**config.mk**
```make
export PLATFORM = sky130hd
export DESIGN_NAME = eth_rx_pack
export DESIGN_NICKNAME = d
export VERILOG_FILES = /design/src/rtl/eth_rx_pack.sv
export SDC_FILE = /design/constraint.sdc
export NUM_CORES = 1
export LEC_CHECK = 0
export BUFFER_PORTS_ARGS = -buffer_cell sky130_fd_sc_hd__buf_2
export CAP_MARGIN = 20
export CORE_ASPECT_RATIO = 1.25
export CORE_MARGIN = 3
export CORE_UTILIZATION = 60
export CTS_BUF_LIST = sky130_fd_sc_hd__clkbuf_16
export CTS_CLUSTER_DIAMETER = 50
export CTS_CLUSTER_SIZE = 14
export DETAILED_ROUTE_END_ITERATION = 7
export PLACE_DENSITY = 0.91
export SETUP_SLACK_MARGIN = 0.05
export SYNTH_ARGS = -nofsm -noshare
export SYNTH_HDL_FRONTEND = slang
export SYNTH_SLANG_ARGS = --single-unit
```
**constraint.sdc**
```tcl
create_clock -name clk_i -period 7.9 [get_ports clk_i]
set_clock_uncertainty 0.1 [all_clocks]
set_input_delay 0.395 -clock clk_i [delete_from_list [all_inputs] [get_ports clk_i]]
set_output_delay 0.395 -clock clk_i [all_outputs]
set_load 0.02 [all_outputs]
```
**src/rtl/eth_rx_pack.sv**
```systemverilog
// ---------------------------------------------------------------------------
// eth_rx_pack
//   Receive-side MAC front end in the PHY rx_clk domain. Strips the
//   preamble/SFD from the GMII byte stream, packs frame bytes little-endian
//   into 32-bit words and writes them into the receive RAM. It checks
//   CRC-32, length and rx_er, then presents a frame descriptor that stays
//   held until the consumer releases the buffer.
//
// Ports
//   clk_i, reset_i        receive clock, asynchronous active-high reset
//   rx_en_i               receiver enable (frames are dropped when low)
//   rx_dv_i/rx_er_i/rx_d_i GMII receive data valid / error / data byte
//   ram_a_o/ram_d_o       RAM word address / write data
//   ram_ceb_o/ram_web_o   RAM chip enable / write enable, both active low
//   frame_done_o          one-cycle pulse: descriptor valid
//   frame_len_o           byte count DA..FCS
//   frame_err_o           {runt, overflow, rx_er, crc_bad}
//   frame_ack_i           consumer releases the buffer (HOLD only)
//   busy_o                high whenever the FSM is not IDLE
//   drop_cnt_o            saturating count of frames not accepted
//
// Handshake: frame_done_o pulses once when the descriptor becomes valid;
// frame_len_o/frame_err_o are then stable until frame_ack_i is sampled high
// in HOLD. frame_ack_i is ignored in every other state.
// ---------------------------------------------------------------------------
module eth_rx_pack #(
    parameter int ADR_WIDTH  = 9,
    parameter int DATA_WIDTH = 32,
    parameter int MIN_FRAME  = 64
) (
    input  logic                  clk_i,
    input  logic                  reset_i,
    input  logic                  rx_en_i,
    input  logic                  rx_dv_i,
    input  logic                  rx_er_i,
    input  logic [7:0]            rx_d_i,
    output logic [ADR_WIDTH-1:0]  ram_a_o,
    output logic [DATA_WIDTH-1:0] ram_d_o,
    output logic                  ram_ceb_o,
    output logic                  ram_web_o,
    output logic                  frame_done_o,
    output logic [11:0]           frame_len_o,
    output logic [3:0]            frame_err_o,
    input  logic                  frame_ack_i,
    output logic                  busy_o,
    output logic [15:0]           drop_cnt_o
);

    localparam logic [2:0] S_IDLE     = 3'd0;
    localparam logic [2:0] S_PREAMBLE = 3'd1;
    localparam logic [2:0] S_DATA     = 3'd2;
    localparam logic [2:0] S_FLUSH    = 3'd3;
    localparam logic [2:0] S_HOLD     = 3'd4;
    localparam logic [2:0] S_DROP     = 3'd5;

    localparam logic [31:0] CRC_POLY    = 32'hEDB88320;
    localparam logic [31:0] CRC_RESIDUE = 32'hDEBB20E3;
    // Bytes that fit in the receive RAM.
    localparam logic [12:0] CAP_BYTES   = 13'(4 << ADR_WIDTH);

    logic [2:0]  state;
    logic [2:0]  state_nxt;
    logic        dv_q;
    logic        sof;
    logic        in_cap;
    logic        inc_drop;
    logic [11:0] byte_cnt;
    logic [31:0] crc;
    logic [23:0] lane_buf;   // lanes 0..2 of the word being assembled
    logic        ovf_flag;
    logic        er_flag;

    // Reflected CRC-32 update for one byte, LSB first, no final inversion.
    function automatic logic [31:0] crc32_byte(input logic [31:0] c,
                                               input logic [7:0]  d);
        logic [31:0] r;
        r = c ^ {24'h0, d};
        for (int i = 0; i < 8; i++) begin
            r = r[0] ? ((r >> 1) ^ CRC_POLY) : (r >> 1);
        end
        return r;
    endfunction

    assign sof      = rx_dv_i & ~dv_q;
    assign in_cap   = ({1'b0, byte_cnt} < CAP_BYTES);
    assign inc_drop = sof & (((state == S_IDLE) & ~rx_en_i) | (state == S_HOLD));

    always_comb begin
        state_nxt = state;
        case (state)
            S_IDLE: begin
                // dv already high without a rising edge means we joined a
                // frame midway (e.g. reset released mid-frame): discard it.
                if (rx_dv_i) begin
                    if (dv_q || !rx_en_i)    state_nxt = S_DROP;
                    else if (rx_d_i == 8'h55) state_nxt = S_PREAMBLE;
                    else if (rx_d_i == 8'hD5) state_nxt = S_DATA;
                    else                      state_nxt = S_DROP;
                end
            end
            S_PREAMBLE: begin
                if (!rx_dv_i)              state_nxt = S_IDLE;
                else if (rx_d_i == 8'hD5)  state_nxt = S_DATA;
                else if (rx_d_i != 8'h55)  state_nxt = S_DROP;
            end
            S_DATA:  if (!rx_dv_i) state_nxt = S_FLUSH;
            S_FLUSH: state_nxt = S_HOLD;
            S_HOLD:  if (frame_ack_i) state_nxt = rx_dv_i ? S_DROP : S_IDLE;
            S_DROP:  if (!rx_dv_i) state_nxt = S_IDLE;
            default: state_nxt = S_IDLE;
        endcase
    end

    always_ff @(posedge clk_i or posedge reset_i) begin
        if (reset_i) begin
            state        <= S_IDLE;
            // Treat dv as already high so a frame still running at reset
            // release is not mistaken for a new start.
            dv_q         <= 1'b1;
            byte_cnt     <= '0;
            crc          <= 32'hFFFFFFFF;
            lane_buf     <= '0;
            ovf_flag     <= 1'b0;
            er_flag      <= 1'b0;
            ram_a_o      <= '0;
            ram_d_o      <= '0;
            ram_ceb_o    <= 1'b1;
            ram_web_o    <= 1'b1;
            frame_done_o <= 1'b0;
            frame_len_o  <= '0;
            frame_err_o  <= '0;
            busy_o       <= 1'b0;
            drop_cnt_o   <= '0;
        end else begin
            state        <= state_nxt;
            busy_o       <= (state_nxt != S_IDLE);
            dv_q         <= rx_dv_i;
            ram_ceb_o    <= 1'b1;
            ram_web_o    <= 1'b1;
            frame_done_o <= 1'b0;

            if (inc_drop && (drop_cnt_o != 16'hFFFF)) begin
                drop_cnt_o <= drop_cnt_o + 16'd1;
            end

            case (state)
                S_DATA: begin
                    if (rx_dv_i) begin
                        crc <= crc32_byte(crc, rx_d_i);
                        if (byte_cnt != 12'hFFF) byte_cnt <= byte_cnt + 12'd1;
                        if (rx_er_i) er_flag <= 1'b1;
                        if (!in_cap) begin
                            ovf_flag <= 1'b1;
                        end else begin
                            case (byte_cnt[1:0])
                                // Lane 0 clears the upper lanes so a partial
                                // tail word is zero-padded.
                                2'd0: lane_buf        <= {16'h0, rx_d_i};
                                2'd1: lane_buf[15:8]  <= rx_d_i;
                                2'd2: lane_buf[23:16] <= rx_d_i;
                                default: begin
                                    ram_ceb_o <= 1'b0;
                                    ram_web_o <= 1'b0;
                                    ram_a_o   <= byte_cnt[ADR_WIDTH+1:2];
                                    ram_d_o   <= {rx_d_i, lane_buf};
                                end
                            endcase
                        end
                    end
                end
                S_FLUSH: begin
                    if ((byte_cnt[1:0] != 2'd0) && !ovf_flag) begin
                        ram_ceb_o <= 1'b0;
                        ram_web_o <= 1'b0;
                        ram_a_o   <= byte_cnt[ADR_WIDTH+1:2];
                        ram_d_o   <= {8'h0, lane_buf};
                    end
                    frame_len_o  <= byte_cnt;
                    frame_err_o  <= {(byte_cnt < 12'(MIN_FRAME)), ovf_flag,
                                     er_flag, (crc != CRC_RESIDUE)};
                    frame_done_o <= 1'b1;
                end
                S_HOLD: begin
                    if (frame_ack_i) begin
                        crc      <= 32'hFFFFFFFF;
                        byte_cnt <= '0;
                        ovf_flag <= 1'b0;
                        er_flag  <= 1'b0;
                    end
                end
                default: ;
            endcase
        end
    end

endmodule
```
==> results.yml, run 1 <==
setup_path:
  critPathRequiredTime_ps: 8100
  critPathMaxStageDelay_ps: 610
  crit_type: "reg2reg"
  cp_slowest_cell: "or2_2"
  start_kind: "flop"
  crit_arrival_ps: 2840
  end_kind: "flop"
  cp_max_fo: 35
  worstPathCellList: "and4bb_2, or2_2, o21ai_0, mux2_2"
outcome:
  status: "completed"
logic_synthesis:
  yosysWarningCount: 0
  seq_area_frac_synth_pct: 54.1
  syn_area_per_cell_um2: 11.3
  synth-compound-area-share_pct: 6.63
  ys_types: 48
  synthAdderAreaFrac_pct: 0.891
  synthesis.instances: 619
  synth_top_family_by_area: "XOR/XNOR gates"
  async_reset_ff_share_pct: 100
  synth_edf_count: 0
  yosys_most_used_dff: "dfrtp_1"
  synth_seq_cells: 150
  synth-xor-area-share_pct: 15.2
  synthMuxAreaShare_pct: 7.38
  synth-simple-area-share_pct: 13.4
  syn_nets: 638
  synth.cell_area_mm2: 0.00702
detailed_routing:
  wl_per_cell_um: 18.5
  wl_um: 15700
  routed_via_density: 5.89
  num_vias: 5015
  drt-pass1-iter-count: 5
  drt_iter0_markers: 234
  drc: 0
  antenna_left: 0
power:
  p_leak_nw: 3.95
  ir_worst_vdd_mv: 0.203
  p_total_mw: 1.79
  powerDensity_mw_per_mm2: 220
place:
  place_congestion: 0.896
  dp_hpwl_um: 10600
  numPortBuffers: 90
  placed_cell_area_mm2: 0.00758
job:
  cap_violations: 0
finish:
  drive_gt1_share_pct: 31.5
  diodes: 0
  design_area_mm2: 0.00816
  finish.utilization_pct: 72.5
  nFillCells: 752
  fin_nets: 723
  synthToLayoutAreaGrowth_pct: 16.2
global_route:
  overflow: 0
  grt_pass1_wl_um: 26300
  grt_max_degree: 88
  grt_use_total_pct: 26.0
  grt_pass1_vias: 5280
  antenna_found_initial: 0
sta:
  finalSetupViolCount: 0
  worst_pin_slew_ps: 849
  slew_headroom_pct: 43.1
  setup-tns-final_ps: 0
  timing.final.max_slew_violations: 0
  hold_ws_ps: 25.8
  min_period_ps: 2640
  hold_viol: 0
  min_period_over_period_pct: 33.5
  fmax_mhz: 378
  rsz0062_at_grt: "no"
floorplanning:
  coreArea_mm2: 0.0112
  die_h_um: 127
  num_io_pins: 91
  rows: 43
  die_w_um: 103
  initial_utilization_pct: 62.4
  die-area_mm2: 0.0130
clocking:
  cts_root_buf: "clkbuf_16"
  ctsHoldBuffers: 0
  ctsHtreeMaxLevel: 4
  numCtsBuffers: 17
  path_clk_slew_ps: 60
  cts.sinks: 150
  clk_path_buf_depth: 2
  cts_tree: "built"
  cts-resized-gates: 0
  clk_latency_ps: 420
  cts_setup_buffers: 0
worst_hold_path:
  hp-class: "in2async"
-- cell families (layout without fill, tap and decap cells) --
kind of cell             Yosys count  after routing
AO/OA/AOI/OAI                     87             87
buffers and inverters             43            141
AND/OR/NAND/NOR                  195            195
multiplexers                      46             46
flip-flops                       150            150
adder cells (fa/ha/maj)            5              5
XOR/XNOR                          93             93
-- layout make-up --
cell class / instances / area [um2] / share of cell area [%]
multi-input cells: 426 / 3080 / 37.7
flip-flops and latches: 150 / 3800 / 46.5
well taps: 135 / 169 / 2.07
inverters: 15 / 61.3 / 0.752
clock buffers: 17 / 425 / 5.21
repair buffers: 94 / 500 / 6.13
clock inverters: 15 / 128 / 1.56
-- metrics by stage --
step	instances	setup WS, ps
after floorplan	619	3420
after global placement	819	5380
after detailed placement	819	5320
after CTS	851	5300
after global routing	852	5070
final	852	5260
-- final timing paths --
path,start,to,slack [ps],depth (start not counted)
worst min-delay path,reset_i,frame_len_o[7],30,2
min in group clk_i,rx_dv_i,dv_q,50,1
worst min register to register,frame_err_o[3],frame_err_o[3],380,2
max in group asynchronous,reset_i,byte_cnt[6],6410,3
worst max register to register,state[2],byte_cnt[0],5260,4
worst max-delay path,state[2],byte_cnt[0],5260,4
-- critical path, delay by kind of cell (launching register included) --
kind / cells / cell delay, ps
AND/OR/NAND/NOR: 2 / 1120
flip-flops: 1 / 590
AO/OA/AOI/OAI: 1 / 350
multiplexers: 1 / 350
-- power breakdown --
group,total [mW],leakage (nW),switching [mW],internal (mW)
sequential,0.819,1.92,0.0310,0.788
combinational,0.221,1.76,0.136,0.0854
clock,0.755,0.274,0.321,0.434
-- cells in the mapped netlist (7+ instances only) --
master	count	area [um2]
a21oi_1	38	190
clkbuf_1	21	78.8
dfrtp_1	116	2900
dfstp_2	34	893
inv_1	15	56.3
mux2_2	46	518
nand2_1	66	248
nand3_1	19	95.1
nor2_1	53	199
nor3_1	13	65.1
o21ai_0	35	175
xnor2_1	44	385
xnor2_2	7	114
xnor2_4	9	248
xor2_1	31	272
-- registers in the layout, summed over array words and instances, names as in the netlist --
register      cells
state             3
ram_web_o         1
er_flag           1
ovf_flag          1
lane_buf         24
crc              32
ram_a_o           9
busy_o            1
frame_done_o      1
dv_q              1
byte_cnt         12
ram_d_o          32
frame_len_o      12
drop_cnt_o       16
frame_err_o       4
-- cell usage in the layout, fill, tap and decap left out, types with 2 or more instances in the layout --
| cell type | Yosys | layout |
|---|---|---|
| a21oi_1 | 38 | 38 |
| or4_1 | 3 | 3 |
| nand2_1 | 66 | 66 |
| o21ai_1 | 4 | 3 |
| clkbuf_16 | 0 | 17 |
| clkinvlp_4 | 0 | 2 |
| nand4_1 | 5 | 5 |
| ha_1 | 5 | 5 |
| and3_1 | 5 | 5 |
| xnor2_1 | 44 | 44 |
| dfstp_2 | 34 | 34 |
| and4_1 | 3 | 3 |
| nand3_1 | 19 | 19 |
| nand2b_1 | 3 | 3 |
| a31oi_1 | 2 | 2 |
| o21ai_0 | 35 | 35 |
| or3_1 | 3 | 3 |
| dfrtp_1 | 116 | 116 |
| nor4bb_1 | 3 | 2 |
| buf_2 | 4 | 90 |
| nor4_1 | 4 | 4 |
| inv_6 | 0 | 4 |
| nor3b_1 | 2 | 2 |
| nand4b_1 | 5 | 5 |
| mux2_2 | 46 | 46 |
| nor3_1 | 13 | 13 |
| xor2_1 | 31 | 31 |
| xnor2_4 | 9 | 9 |
| buf_4 | 1 | 3 |
| inv_1 | 15 | 15 |
| clkinv_4 | 0 | 2 |
| nor2_1 | 53 | 53 |
| xnor2_2 | 7 | 7 |
| clkinv_2 | 0 | 4 |
| xnor3_1 | 2 | 2 |
-- routing by layer --
layer | share of wire [%] | global-route usage, %
met1 | 39 | 31.4
met2 | 55 | 45.0
met3 | 4.6 | 5.83
met4 | 1.9 | 9.53
met5 | 0 | 0
Note: power is estimated with default switching activity, not from simulation.
==> inputs of run 2 (changes only) <==
--- a/config.mk
+++ b/config.mk
@@ -5,16 +5,17 @@
 export SDC_FILE = /design/constraint.sdc
 export NUM_CORES = 1
 export LEC_CHECK = 0
+export ABC_AREA = 1
 export BUFFER_PORTS_ARGS = -buffer_cell sky130_fd_sc_hd__buf_2
 export CAP_MARGIN = 20
 export CORE_ASPECT_RATIO = 1.25
 export CORE_MARGIN = 3
-export CORE_UTILIZATION = 60
+export CORE_UTILIZATION = 53
 export CTS_BUF_LIST = sky130_fd_sc_hd__clkbuf_16
 export CTS_CLUSTER_DIAMETER = 50
 export CTS_CLUSTER_SIZE = 14
 export DETAILED_ROUTE_END_ITERATION = 7
-export PLACE_DENSITY = 0.91
+export PLACE_DENSITY = 0.85
 export SETUP_SLACK_MARGIN = 0.05
 export SYNTH_ARGS = -nofsm -noshare
 export SYNTH_HDL_FRONTEND = slang
==> constraint.sdc (replaced) <==
create_clock -name clk_i -period 2.4 [get_ports clk_i]
set_clock_uncertainty 0.1 [all_clocks]
set_input_delay 0.12 -clock clk_i [delete_from_list [all_inputs] [get_ports clk_i]]
set_output_delay 0.12 -clock clk_i [all_outputs]
set_load 0.02 [all_outputs]
==> run 2 against run 1 <==
Via count grew 40%. Fmax increased by 25%. First-iteration DRC count increased to 3.3 times the previous value. Largest cell class unchanged. Synthesized cell count increased by 59%. Global-route usage grew 0.76 points. Worst setup slack worse by 5000 ps. Sequential power rose to 3.4 times the previous value. Sequential share of layout area fell by 4.7 points. Flip-flop and latch count unchanged. Combinational power rose to 3.9 times the previous value. Critical path type unchanged. Utilization down 7.8 points. Critical endpoint is now crc[6]. Hold slack lost 4.4 ps.
==> results.yml, run 2 <==
detailed_routing:
  drc: 0
  routed_via_density: 5.50
  wl_per_cell_um: 16.0
  antenna_left: 0
  num_vias: 7041
  wl_um: 20500
  drt_iter0_markers: 770
  drt-pass1-iter-count: 6
sta:
  min_period_ps: 2120
  finalSetupViolCount: 0
  min_period_over_period_pct: 88.1
  slew_headroom_pct: 62.1
  fmax_mhz: 473
  hold_viol: 0
  setup-tns-final_ps: 0
  timing.final.max_slew_violations: 0
  worst_pin_slew_ps: 567
  rsz0062_at_grt: "no"
clocking:
  cts_root_buf: "clkbuf_16"
  clk_latency_ps: 430
  cts_setup_buffers: 0
  clk_path_buf_depth: 2
  ctsHtreeMaxLevel: 4
  path_clk_slew_ps: 70
  cts.sinks: 150
  cts_tree: "built"
  numCtsBuffers: 17
logic_synthesis:
  yosysMostFrequentCell: "nand2_1"
  yosysWarningCount: 0
  syn_nets: 1006
  syn_area_per_cell_um2: 7.78
  synth_area_leaders: "dfrtp_1, nand2_1, dfstp_2"
  synth_seq_cells: 150
  yosys.area.top_type: "dfrtp_1"
  synthesis.instances: 987
  netlist_top_cells_count: "nand2_1, dfrtp_1, inv_1"
  synth_edf_count: 0
  synth.cell_area_mm2: 0.00767
  seq_area_frac_synth_pct: 49.5
  ys_types: 38
  synth_top_area_share_pct: 37.8
  yosys_most_used_dff: "dfrtp_1"
  async_reset_ff_share_pct: 100
global_route:
  overflow: 0
  grt_use_total_pct: 26.7
  grt_pass1_wl_um: 34000
  grt_pass1_vias: 6748
  grt_max_degree: 92
  antenna_found_initial: 0
finish:
  layout_commonest_cell: "nand2_1"
  diodes: 0
  drive_gt1_share_pct: 17.5
  fin_nets: 1112
  synthToLayoutAreaGrowth_pct: 18.1
  top_regs: "crc (32), ram_d_o (32), lane_buf (24)"
  most-common-layout-cells: "nand2_1, dfrtp_1, inv_1, buf_2, o21ai_0"
power:
  p_total_mw: 6.58
  powerDensity_mw_per_mm2: 725
  p_leak_nw: 4.78
  ir_worst_vdd_mv: 0.518
worst_hold_path:
  min_path_cells: 4
  hp-class: "in2reg"
setup_path:
  critPathRequiredTime_ps: 2660
  start_kind: "flop"
  reg2reg_depth: 9
  cp_max_fo: 15
  crit_arrival_ps: 2370
  end_kind: "flop"
  crit_type: "reg2reg"
place:
  place_congestion: 0.928
  dp_hpwl_um: 14300
  numPortBuffers: 90
floorplanning:
  die_w_um: 114
  die-area_mm2: 0.0160
  die_h_um: 141
  initial_utilization_pct: 54.8
  rows: 48
  num_io_pins: 91
  coreArea_mm2: 0.0140
job:
  cap_violations: 0
outcome:
  status: "completed"
## run 2: cell count changes after synthesis, sizes merged, moves of 14 or more
| cell | before | now |
|---|---|---|
| nand2 | 66 | 371 |
| inv | 15 | 121 |
| xnor2 | 60 | 8 |
| mux2 | 46 | 0 |
| o21ai | 39 | 85 |
| nand3 | 19 | 60 |
| a21oi | 38 | 10 |
| o22ai | 0 | 14 |
## run 2: report_power, final
| group | leakage, nW | internal [mW] | switching, mW | total, mW |
|---|---|---|---|---|
| Sequential | 1.93 | 2.64 | 0.112 | 2.75 |
| Combinational | 2.53 | 0.252 | 0.614 | 0.866 |
| Clock | 0.317 | 1.85 | 1.10 | 2.96 |
## run 2: logic make-up (layout without fill, tap and decap cells)
| group | count (synthesis) | after routing | synth area share, % |
|---|---|---|---|
| fa+ha+maj | 5 | 5 | 0.815 |
| simple gates | 530 | 530 | 29.1 |
| compound gates | 121 | 121 | 8.75 |
| flops | 150 | 150 | 49.5 |
| xor+xnor | 33 | 33 | 3.77 |
| buf+inv | 148 | 267 | 8.13 |
## run 2: layout make-up
class / instances / area [um2]
clock buffers: 17 / 425
clock inverters: 15 / 226
fillers: 1157 / 4930
inverters: 121 / 463
multi-input cells: 689 / 3250
flip-flops and latches: 150 / 3800
well taps: 175 / 219
repair buffers: 114 / 683
## run 2: what timing repair did
item / CTS / global route
setup endpoints to repair: 0 / 0
resized for setup: 0 / 0
hold endpoints to repair: 138 / 0
hold buffers: 11 / 0
## run 2: worst max-delay path, stage by stage (launching register included)
cell and delay (ps):
dfrtp_1 410, inv_2 110, nor2_4 50, nand2_4 110, nor2_8 70, nor2_2 450
inv_2 220, buf_4 260, o22ai_1 200, inv_1 70
## run 2: worst paths after layout
path,from,endpoint,slack (ps)
worst max register to register,state[1],crc[6],280
worst max-delay path,state[1],crc[6],280
max in group asynchronous,reset_i,dv_q,1490
min in group asynchronous,reset_i,ram_d_o[23],250
worst min-delay path,frame_ack_i,state[2],20
worst min register to register,lane_buf[7],ram_d_o[7],370
## run 2: metal layers
| metal | routed length (um) | up-vias | GRT usage (%) |
|---|---|---|---|
| met5 | 0 | - | 0 |
| met4 | 857 | 0 | 13.2 |
| met3 | 1220 | 66 | 5.10 |
| met2 | 10100 | 316 | 44.0 |
| met1 | 8260 | 3311 | 33.6 |
| li1 | - | 3348 | - |
## run 2: metrics by stage
step | hold WS (ps) | cells | utilization, % | area [um2] | setup slack, ps
final | 21.5 | 1281 | 64.8 | 9070 | 285
after detailed placement | 167 | 1238 | 59.4 | 8310 | 346
after global routing | 72.2 | 1281 | 64.8 | 9070 | 112
after floorplan | 24.5 | 987 | - | 7680 | 319
after CTS | 9.61 | 1281 | 64.8 | 9070 | 310
after global placement | 163 | 1238 | 59.4 | 8310 | 383
==> inputs of run 3 (changes only) <==
--- a/config.mk
+++ b/config.mk
@@ -10,12 +10,12 @@
 export CAP_MARGIN = 20
 export CORE_ASPECT_RATIO = 1.25
 export CORE_MARGIN = 3
-export CORE_UTILIZATION = 53
-export CTS_BUF_LIST = sky130_fd_sc_hd__clkbuf_16
+export CORE_UTILIZATION = 55
+export CTS_BUF_LIST = sky130_fd_sc_hd__clkbuf_4
 export CTS_CLUSTER_DIAMETER = 50
 export CTS_CLUSTER_SIZE = 14
 export DETAILED_ROUTE_END_ITERATION = 7
-export PLACE_DENSITY = 0.85
+export PLACE_DENSITY = 0.88
 export SETUP_SLACK_MARGIN = 0.05
 export SYNTH_ARGS = -nofsm -noshare
 export SYNTH_HDL_FRONTEND = slang
==> run 3 against run 2 <==
Fmax is 1.2% higher. Register-to-register slack better by 30 ps. Clock power is 39% lower. Global-route usage is 0.94 points lower. Largest power group is now sequential cells.
==> results.yml, run 3 (synthesis gave the netlist of run 2 again) <==
setup_path:
  reg2reg_depth: 6
  cp_max_fo: 23
  crit_type: "reg2reg"
  rrSetupSlack_ps: 310
  timing.rr.end: "ram_d_o[28]"
  end_kind: "flop"
  r2r_start: "byte_cnt[1]"
  crit_arrival_ps: 2470
  critPathRequiredTime_ps: 2780
  start_kind: "flop"
clocking:
  clk_latency_ps: 580
  path_clk_slew_ps: 130
  cts_root_buf: "clkbuf_4"
  clk_path_buf_depth: 2
  cts.sinks: 150
  numCtsBuffers: 17
  cts_setup_buffers: 0
  ctsHtreeMaxLevel: 4
  cts-resized-gates: 0
  cts_tree: "built"
power:
  ir_worst_vdd_mv: 0.433
  p_sw_mw: 1.70
  swShare_pct: 31.3
  p_seq_share_pct: 50.8
  p_leak_nw: 4.67
  power.internal_mw: 3.73
  powerDensity_mw_per_mm2: 616
  p_clk_share_pct: 33.1
  pwr-share-comb_pct: 16.1
finish:
  top_regs: "crc (32), ram_d_o (32), lane_buf (24)"
  most-common-layout-cells: "nand2_1, dfrtp_1, inv_1, buf_2, o21ai_0"
  fin_cells: 1285
  finish.utilization_pct: 65.4
  synthToLayoutAreaGrowth_pct: 14.8
  drive_gt1_share_pct: 17.8
  fin_nets: 1119
  design_area_mm2: 0.00881
  layout_commonest_cell: "nand2_1"
floorplanning:
  coreArea_mm2: 0.0135
  num_io_pins: 91
  rows: 47
  die-area_mm2: 0.0154
  die_h_um: 138
  initial_utilization_pct: 57.0
  die_w_um: 112
sta:
  min_period_ps: 2090
  slew_headroom_pct: 66.5
  fin_ws_ps: 311
  fmax_mhz: 479
  finalSetupViolCount: 0
  timing.final.max_slew_violations: 0
  hold_viol: 0
  setup-tns-final_ps: 0
  rsz0062_at_grt: "no"
  min_period_over_period_pct: 87.1
  worst_pin_slew_ps: 498
place:
  placed_cell_area_mm2: 0.00832
  dp_cells: 1237
  place_congestion: 0.970
  numPortBuffers: 90
  dp_hpwl_um: 14100
  pre_cts_slack_ps: 343
global_route:
  grt_pass1_wl_um: 32400
  grt_max_degree: 60
  grt_pass1_vias: 6633
  antenna_found_initial: 1
  grt_use_total_pct: 25.8
  overflow: 0
worst_hold_path:
  hold_path_end: "dv_q"
  min_path_cells: 2
  hp-class: "in2reg"
  min-delay-start: "rx_dv_i"
detailed_routing:
  antenna_left: 0
  routed_via_density: 5.48
  num_vias: 7039
  drt_iter0_markers: 726
  drc: 0
  wl_um: 19600
  wl_per_cell_um: 15.2
  drt-pass1-iter-count: 6
outcome:
  status: "completed"
job:
  cap_violations: 0
run 3: final cells by class:
cell class | count | area [um2]
antenna | 1 | 2.50
clock buffer | 17 | 128
clock inverter | 15 | 204
fill | 1112 | 4660
inverter | 121 | 463
multi-input combinational | 689 | 3250
sequential | 150 | 3800
tap | 171 | 214
timing repair buffer | 121 | 746
run 3: stage by stage:
stage | hold slack, ps | total power, mW
6_report | 179 | 5.43
5_1_grt | 175 | 5.68
4_1_cts | 146 | 5.44
3_5_place_dp | 55.9 | 3.64
3_3_place_gp | 51.5 | 3.61
2_1_floorplan | 24.5 | 3.36
run 3: what timing repair did:
item | 4_1_cts | 5_1_grt
endpoints found under the hold margin | 155 | 0
setup endpoints to repair | 0 | 0
hold buffers | 15 | 0
run 3: worst max-delay path, stage by stage, from the launching register on:
cell     delay, ps
dfrtp_1        420
ha_1           230
inv_1          100
o31ai_1        250
nand3_2        310
buf_4          320
o31ai_1        250
run 3: worst max-delay path by stage:
stage,from,to,depth (start not counted)
2_1_floorplan,reset_i,busy_o,1
3_3_place_gp,byte_cnt[0],ram_d_o[25],6
3_5_place_dp,byte_cnt[1],ram_d_o[28],6
4_1_cts,byte_cnt[1],ram_d_o[28],6
5_1_grt,drop_cnt_o[0],drop_cnt_o[13],10
6_report,byte_cnt[1],ram_d_o[28],6
run 3: power groups by stage:
| stage | clock network [mW] | registers (mW) | logic, mW |
|---|---|---|---|
| detailed placement | 0 | 2.80 | 0.839 |
| global route | 1.95 | 2.77 | 0.964 |
| global placement | 0 | 2.79 | 0.818 |
| finish | 1.80 | 2.75 | 0.873 |
| floorplan | 0 | 2.82 | 0.535 |
| CTS | 1.83 | 2.75 | 0.863 |
run 3: routing by layer:
layer | vias to the layer above | global-route usage, % | wire length [um]
met5 | - | 0 | 0
li1 | 3367 | - | -
met4 | 0 | 11.5 | 771
met3 | 68 | 6.16 | 1420
met2 | 322 | 41.8 | 9360
met1 | 3282 | 33.0 | 8010
